<file path="src/rtl/muldiv_unit.sv">
// rtl/muldiv_unit.sv - iterative 32-bit multiply/divide unit with HI/LO registers
// Optional macro MULDIV_EARLY_OUT_EN: multiply leaves CALC once the remaining multiplier bits are zero.
module muldiv_unit #(
  parameter int ITER_CNT = 32
) (
  input  logic        clk,
  input  logic        reset,
  input  logic        start,
  input  logic        op,
  input  logic        sgn,
  input  logic [31:0] A,
  input  logic [31:0] B,
  input  logic        mthi,
  input  logic        mtlo,
  output logic [31:0] hi,
  output logic [31:0] lo,
  output logic        busy,
  output logic        done
);

  typedef enum logic [1:0] {S_IDLE, S_CALC, S_FIX, S_DONE} state_t;

  state_t      state_q, state_d;
  logic [5:0]  cnt_q, cnt_d;
  logic        op_q, op_d;
  logic        neg_res_q, neg_res_d;
  logic        neg_rem_q, neg_rem_d;
  logic        dz_q, dz_d;
  logic [63:0] acc_q, acc_d;
  logic [63:0] mcand_q, mcand_d;
  logic [31:0] mplier_q, mplier_d;
  logic [31:0] hi_q, hi_d;
  logic [31:0] lo_q, lo_d;

  logic        sign_a, sign_b;
  logic [31:0] mag_a, mag_b;
  logic [63:0] acc_mul, acc_div;
  logic [32:0] rem_sh;
  logic [33:0] diff;
  logic        last_iter, early_out;
  logic [63:0] prod_fix;
  logic [31:0] quo_fix, rem_fix;

  assign sign_a = sgn & A[31];
  assign sign_b = sgn & B[31];
  assign mag_a  = sign_a ? (~A + 32'd1) : A;
  assign mag_b  = sign_b ? (~B + 32'd1) : B;

  // Multiply step: mplier_q also serves as the divisor register during divide.
  assign acc_mul = acc_q + (mplier_q[0] ? mcand_q : 64'd0);

  // Restoring divide step on acc = {remainder, dividend/quotient}.
  assign rem_sh  = {acc_q[63:32], acc_q[31]};
  assign diff    = {1'b0, rem_sh} - {2'b00, mplier_q};
  assign acc_div = diff[33] ? {rem_sh[31:0], acc_q[30:0], 1'b0}
                            : {diff[31:0],   acc_q[30:0], 1'b1};

  assign last_iter = (cnt_q == 6'(ITER_CNT - 1));
`ifdef MULDIV_EARLY_OUT_EN
  assign early_out = !op_q && (mplier_q[31:1] == 31'd0);
`else
  assign early_out = 1'b0;
`endif

  // Divide-by-zero keeps the all-ones quotient unsigned so lo reads 0xFFFFFFFF.
  assign prod_fix = neg_res_q ? (~acc_q + 64'd1) : acc_q;
  assign quo_fix  = (neg_res_q && !dz_q) ? (~acc_q[31:0] + 32'd1) : acc_q[31:0];
  assign rem_fix  = neg_rem_q ? (~acc_q[63:32] + 32'd1) : acc_q[63:32];

  always_comb begin
    state_d   = state_q;
    cnt_d     = cnt_q;
    op_d      = op_q;
    neg_res_d = neg_res_q;
    neg_rem_d = neg_rem_q;
    dz_d      = dz_q;
    acc_d     = acc_q;
    mcand_d   = mcand_q;
    mplier_d  = mplier_q;
    hi_d      = hi_q;
    lo_d      = lo_q;
    busy      = 1'b0;
    done      = 1'b0;
    case (state_q)
      S_IDLE: begin
        if (mthi) hi_d = A;
        if (mtlo) lo_d = A;
        if (start) begin
          state_d   = S_CALC;
          cnt_d     = 6'd0;
          op_d      = op;
          neg_res_d = sign_a ^ sign_b;
          neg_rem_d = sign_a;
          dz_d      = (mag_b == 32'd0);
          acc_d     = op ? {32'd0, mag_a} : 64'd0;
          mcand_d   = {32'd0, mag_a};
          mplier_d  = mag_b;
        end
      end
      S_CALC: begin
        busy  = 1'b1;
        cnt_d = cnt_q + 6'd1;
        if (op_q) begin
          acc_d = acc_div;
        end else begin
          acc_d    = acc_mul;
          mcand_d  = {mcand_q[62:0], 1'b0};
          mplier_d = {1'b0, mplier_q[31:1]};
        end
        if (last_iter || early_out) state_d = S_FIX;
      end
      S_FIX: begin
        busy    = 1'b1;
        state_d = S_DONE;
        if (op_q) begin
          hi_d = rem_fix;
          lo_d = quo_fix;
        end else begin
          hi_d = prod_fix[63:32];
          lo_d = prod_fix[31:0];
        end
      end
      S_DONE: begin
        done    = 1'b1;
        state_d = S_IDLE;
        if (mthi) hi_d = A;
        if (mtlo) lo_d = A;
      end
      default: state_d = S_IDLE;
    endcase
  end

  always_ff @(posedge clk) begin
    if (!reset) begin
      state_q   <= S_IDLE;
      cnt_q     <= 6'd0;
      op_q      <= 1'b0;
      neg_res_q <= 1'b0;
      neg_rem_q <= 1'b0;
      dz_q      <= 1'b0;
      acc_q     <= 64'd0;
      mcand_q   <= 64'd0;
      mplier_q  <= 32'd0;
      hi_q      <= 32'd0;
      lo_q      <= 32'd0;
    end else begin
      state_q   <= state_d;
      cnt_q     <= cnt_d;
      op_q      <= op_d;
      neg_res_q <= neg_res_d;
      neg_rem_q <= neg_rem_d;
      dz_q      <= dz_d;
      acc_q     <= acc_d;
      mcand_q   <= mcand_d;
      mplier_q  <= mplier_d;
      hi_q      <= hi_d;
      lo_q      <= lo_d;
    end
  end

  assign hi = hi_q;
  assign lo = lo_q;

endmodule

</file>
<file path="config.mk">
export PLATFORM = sky130hd
export DESIGN_NAME = muldiv_unit
export DESIGN_NICKNAME = d
export VERILOG_FILES = /design/src/rtl/muldiv_unit.sv
export SDC_FILE = /design/constraint.sdc
export NUM_CORES = 1
export LEC_CHECK = 0
export CAP_MARGIN = 20
export CORE_MARGIN = 5
export CORE_UTILIZATION = 45
export CTS_CLUSTER_DIAMETER = 150
export DETAILED_ROUTE_END_ITERATION = 8
export PLACE_DENSITY = 0.72
export SLEW_MARGIN = 40
export SYNTH_ARGS = -nofsm -noshare
export SYNTH_HDL_FRONTEND = slang
export SYNTH_SLANG_ARGS = --single-unit
</file>
<file path="constraint.sdc">
create_clock -name clk -period 11.2 [get_ports clk]
set_input_delay 2.24 -clock clk [delete_from_list [all_inputs] [get_ports clk]]
set_output_delay 2.24 -clock clk [all_outputs]
set_load 0.01 [all_outputs]
</file>
# Word level (Yosys, flattened, before mapping)
# Cells that the tools add are included.
[classes]
eq_ne = 9
bitwise_logic = 8
mux = 30
n_reduce_logical = 14
addsub = 8
[ops]
columns = ["operator", "count"]
rows = [
  ["64-bit two-way mux", 7],
  ["32-bit two-way mux", 11],
  ["64-bit one-hot mux with 2 select lines", 2],
  ["32-bit one-hot mux with 2 select lines", 3],
  ["32-bit by 1-bit adder with 32-bit output, second input constant", 4],
  ["32-bit NOT", 4],
  ["64-bit by 1-bit adder with 64-bit output, second input constant", 1],
  ["64-bit adder", 1],
  ["64-bit NOT", 1],
  ["33-bit by 32-bit subtractor with 34-bit output", 1],
  ["32-bit logical NOT", 1],
  ["6-bit one-hot mux with 2 select lines", 1],
  ["2-bit AND reduction", 5],
  ["2-bit one-hot mux with 4 select lines", 1],
  ["6-bit by 1-bit adder with 6-bit output, second input constant", 1],
  ["6-bit by 5-bit equality test with 1-bit output, second input constant", 1],
  ["6-bit two-way mux", 1],
  ["2-bit != test, second input constant", 3],
  ["2-bit equality test, second input constant", 2],
  ["2-bit two-way mux", 2],
  ["2-bit by 1-bit != test with 1-bit output, second input constant", 2],
  ["2-bit nonzero test", 2],
  ["2-bit OR reduction", 2],
  ["3-bit AND reduction", 1],
  ["7 further kinds", 9],
]
[word_totals]
reg_bits = 236
elab_cells = 80
output_inout_bits = 66

# Depth between registers and ports, before layout
[depth]
ltp_word = 6
ltp_mapped = 15
depth_no_buf = 13

# Least setup slack after synthesis
# Ideal clock, no wire load.
[synth_timing]
kind = "in2reg"
from = "in B[10]"
to = "reg dz_q"
setup_slack_ps = 6555
arrival_ps = 4527
setup_ps = 118
stages = 10
n_path_buf = 0
path_cell_list = "or4_1 > or3_1 > nor3_4 > nand2_1 > or4_1 > and3_1 > o21ai_1 > o21ai_0 > nand3_1 > o21ai_1"
[synth_between]
elab_chain_cells = 4
[synth_lines]
columns = ["element", "line_no", "source"]
rows = [
  ["start, declared", "12", "input logic [31:0] B,"],
  ["32-bit NOT", "47", "assign mag_b = sign_b ? (~B + 32'd1) : B;"],
  ["32-bit by 1-bit adder with 32-bit output", "47", ""],
  ["32-bit two-way mux (*)", "47", ""],
  ["32-bit logical NOT (*)", "94", "dz_d = (mag_b == 32'd0);"],
  ["end signal, assigned", "152", "dz_q <= dz_d;"],
  ["end, declared", "28", "logic dz_q, dz_d;"],
]
# Every way passes the cells marked *; elsewhere a longest branch is shown, timed or not.
# A chain may end at the register's enable or synchronous reset.

# Final worst setup path
[layout_timing]
from = "in A[5]"
to = "reg acc_q[28]"
[layout_between]
elab_chain_cells = 6
[layout_lines]
columns = ["element", "line_no", "source"]
rows = [
  ["start, declared", "11", "input logic [31:0] A,"],
  ["32-bit NOT", "46", "assign mag_a = sign_a ? (~A + 32'd1) : A;"],
  ["32-bit by 1-bit adder with 32-bit output", "46", ""],
  ["32-bit two-way mux", "46", ""],
  ["32-bit two-way mux", "95", "acc_d = op ? {32'd0, mag_a} : 64'd0;"],
  ["64-bit two-way mux", "88", "if (start) begin"],
  ["64-bit one-hot mux with 2 select lines", "84", "case (state_q)"],
  ["end signal, assigned", "141", "acc_q <= 64'd0;"],
  ["end signal, assigned", "153", "acc_q <= acc_d;"],
  ["end, declared", "29", "logic [63:0] acc_q, acc_d;"],
]
# Every way passes these cells. The select of a mux whose other input is x is not followed.

==> key figures <==
Detailed routing
  • Iter 0 DRT Violations: 1964
  • DR vias/cell: around 6.3
  • Final ANT Viol Nets: 0
  • Met1 Routed Length: approximately 28000 microns
  • Highest metal used: met4
  • WL final: roughly 70000 microns
  • Residual DRC: 0
  • Wire length on met2: 32300 microns
  • Met3 wire len: 5590 microns
  • Vias: between 20000 and 25000
  • Routed len/inst: about 22 microns
  • Initial DRT Pass Iterations: 5

Timing
  • Relative max-transition margin: between 40% and 50%
  • TNS Setup: 0 ps
  • Final slew viol count: 0
  • Period minus WS final: ~5300 ps
  • Max frequency: between 0.15 and 0.2 GHz
  • Final setup viols: 0
  • Clock Skew: approximately 19 ps
  • Actual slew at the worst max-slew pin: 888 ps
  • RSZ-0062 raised after global routing: false
  • Hold Slack: around 450 ps
  • Hold Violations, Final: 0
  • Tcrit/Tclk final: 47.7%

Setup path
  • Critical path arrival: about 5800 ps
  • Crit-path max FO: 6
  • Buf/Inv on CP: 1
  • Critical path class: in2reg
  • CP Capture Type: flop
  • Critical Path RT: between 10000 and 15000 ps
  • Worst Setup Start Kind: primary input
  • Top Family by Delay on Critical Path: simple AND/OR/NAND/NOR gates
  • Crit-path max cell delay: between 600 and 700 ps
  • Crit-path cells: clkdlybuf4s50_1 -> or4_1 -> nor3_1 -> a21oi_1 -> nor2_1 -> o21ai_0 -> xor2_1 -> a221oi_1 -> a21oi_1
  • CP dominant cell by count: a21oi_1
  • Critical-path top delay cell: nor3_1

Synth
  • Seq/Total Area, Yosys: 25.1%
  • Net Count, Synth: about 2800
  • Top-area cell type share of the netlist area: around a quarter
  • Warnings, synthesis: 0
  • Ys flop type: dfxtp_1
  • Synth area leader: dfxtp_1
  • Post-synth EDFFs: 0
  • Synth area leaders: dfxtp_1 (25%), a21oi_1 (8.3%), ha_1 (6.9%), nand2_1 (6.2%), o21ai_0 (5.9%)
  • Avg Cell Area, Syn: just over 7 sq um
  • Async SR Flop Fraction: 0%
  • Syn Std Cell Area: 18900 sq um
  • Syn Inst Count: between 2000 and 3000
  • Synth cell types: 83
  • Synth Register Bits: ~240

Die
  • Cell Rows: 75
  • Die Wd: roughly 210 microns
  • # IOs: 137
  • Starting Density: a little under half
  • Core area: between 40000 and 50000 sq um
  • DIE AREA: approximately 46000 sq um
  • Chip Height: ~210 microns

Clock network
  • Cts bufs inserted: 30
  • CTS-repair resized insts: 0
  • Hold_buf cts: 0
  • CTS tree: done
  • Clock latency on the worst-skew pair: between 500 and 600 ps
  • Setup Buffers After CTS: 0
  • CTS Buffer Depth: 3
  • CTS H-Tree Depth: 1
  • CTS root buf: clkbuf_16
  • Sink Count: 236
  • Clk slew on worst S/H paths: 60 ps

Finish
  • Layout area overhead: 14.9%
  • Layout Nets: about 2800
  • Layout cells sized above 1: 4.95%
  • Most frequent cells in the layout: nand2_1 (311), a21oi_1 (311), nor2_1 (257)

Run
  • MaxCap Viol Count: 0

Placement
  • Port Buffers: 136
  • RePlAce Congestion: ~0.99
  • Hpwl dp: 52900 microns

Global routing
  • First-pass GRT wire length: ~110000 microns
  • Gr usage total: around 29%
  • Largest net degree at the start of global routing: 108
  • Vias in the first global route: about 19000
  • Initial antenna violation count: 0
  • Total overflow reported by the global router: 0

Outcome
  • Run status: finished, final reports clean

Power and ir drop
  • Maximum VDD drop: approximately 0.16 mV
  • Leakage: between 8 and 9 nW
  • Pwr/cell area: about 240 nW/um^2

Min path
  • Worst min path class: reg2reg
power by group:
group          internal [W]  switching (W)
sequential          0.00108       0.000251
combinational       0.00100        0.00177
clock              0.000641       0.000419
registers in the layout (all words and copies together) (netlist names):
name,cells
acc_q,64
mcand_q,64
hi,32
lo,32
mplier_q,32
cnt_q,6
state_q,2
dz_q,1
neg_rem_q,1
neg_res_q,1
op_q,1
cells by family (layout without fill, tap and decap cells):
family	after synthesis	in the layout	share of synthesized area (%)
simple gates	889	889	22.1
compound gates	911	911	30.1
flops	236	236	25.1
other cells	0	1	0
mux	27	27	1.48
buf+inv	245	298	4.89
xor+xnor	199	199	9.25
fa+ha+maj	106	106	7.12
cell type report:
cell class,count,area [sq um]
Antenna cell,1,2.50
Clock buffer,39,866
Clock inverter,17,221
Fill cell,4058,20000
Inverter,81,309
Multi-Input combinational cell,2132,13300
Sequential cell,236,4730
Tap cell,539,674
Timing Repair Buffer,161,1580
cells in the mapped netlist, types with 19 or more instances:
cell,count
o21bai_1,22
a221oi_1,28
o21ai_0,223
nand2_1,313
a31oi_1,19
nand3_1,33
a22oi_1,47
a21o_1,40
nand4_1,42
o31ai_1,24
inv_1,80
nor3_1,45
a21oi_1,311
mux2i_1,20
nand2b_1,20
ha_1,104
xnor2_1,121
and2_1,73
dfxtp_1,236
xor2_1,78
clkbuf_1,151
nor2_1,261
a211oi_1,61
path summary, 6_finish.rpt:
check | start | to | slack [ps] | depth (start not counted)
hold reg to reg | mplier_q[9] | mplier_q[9] | 450 | 2
setup / recovery | A[5] | acc_q[28] | 5860 | 9
setup reg to reg | mplier_q[0] | acc_q[58] | 6690 | 13
hold / removal | mplier_q[9] | mplier_q[9] | 450 | 2
worst reg2reg max path: cells and delay by family, from the launching register on:
| family | cells | cell delay [ps] |
|---|---|---|
| DFF | 1 | 500 |
| adders and majority gates | 2 | 680 |
| AOI/OAI and AO/OA | 5 | 1590 |
| and+or+nand+nor | 5 | 1390 |
| xor gates and xnor gates | 1 | 210 |
per-layer routing:
layer  track usage, %  vias up
met2             48.5      926
met1             35.9     9477
met3             4.29      215
met4             14.8        0
met5                0        -
li1                 -     9510
per-stage QoR:
step	setup WS, ps	area [sq um]	power, W	cells	utilization [%]
floorplan	6560	18900	0.00307	2613	-
global placement	5360	20500	0.00400	3144	49.2
detailed placement	5270	20600	0.00406	3148	49.3
CTS	5890	21600	0.00513	3204	51.9
global route	5730	21700	0.00548	3205	52.0
finish	5860	21700	0.00517	3206	52.0
Note: power is estimated with default switching activity, not from simulation.
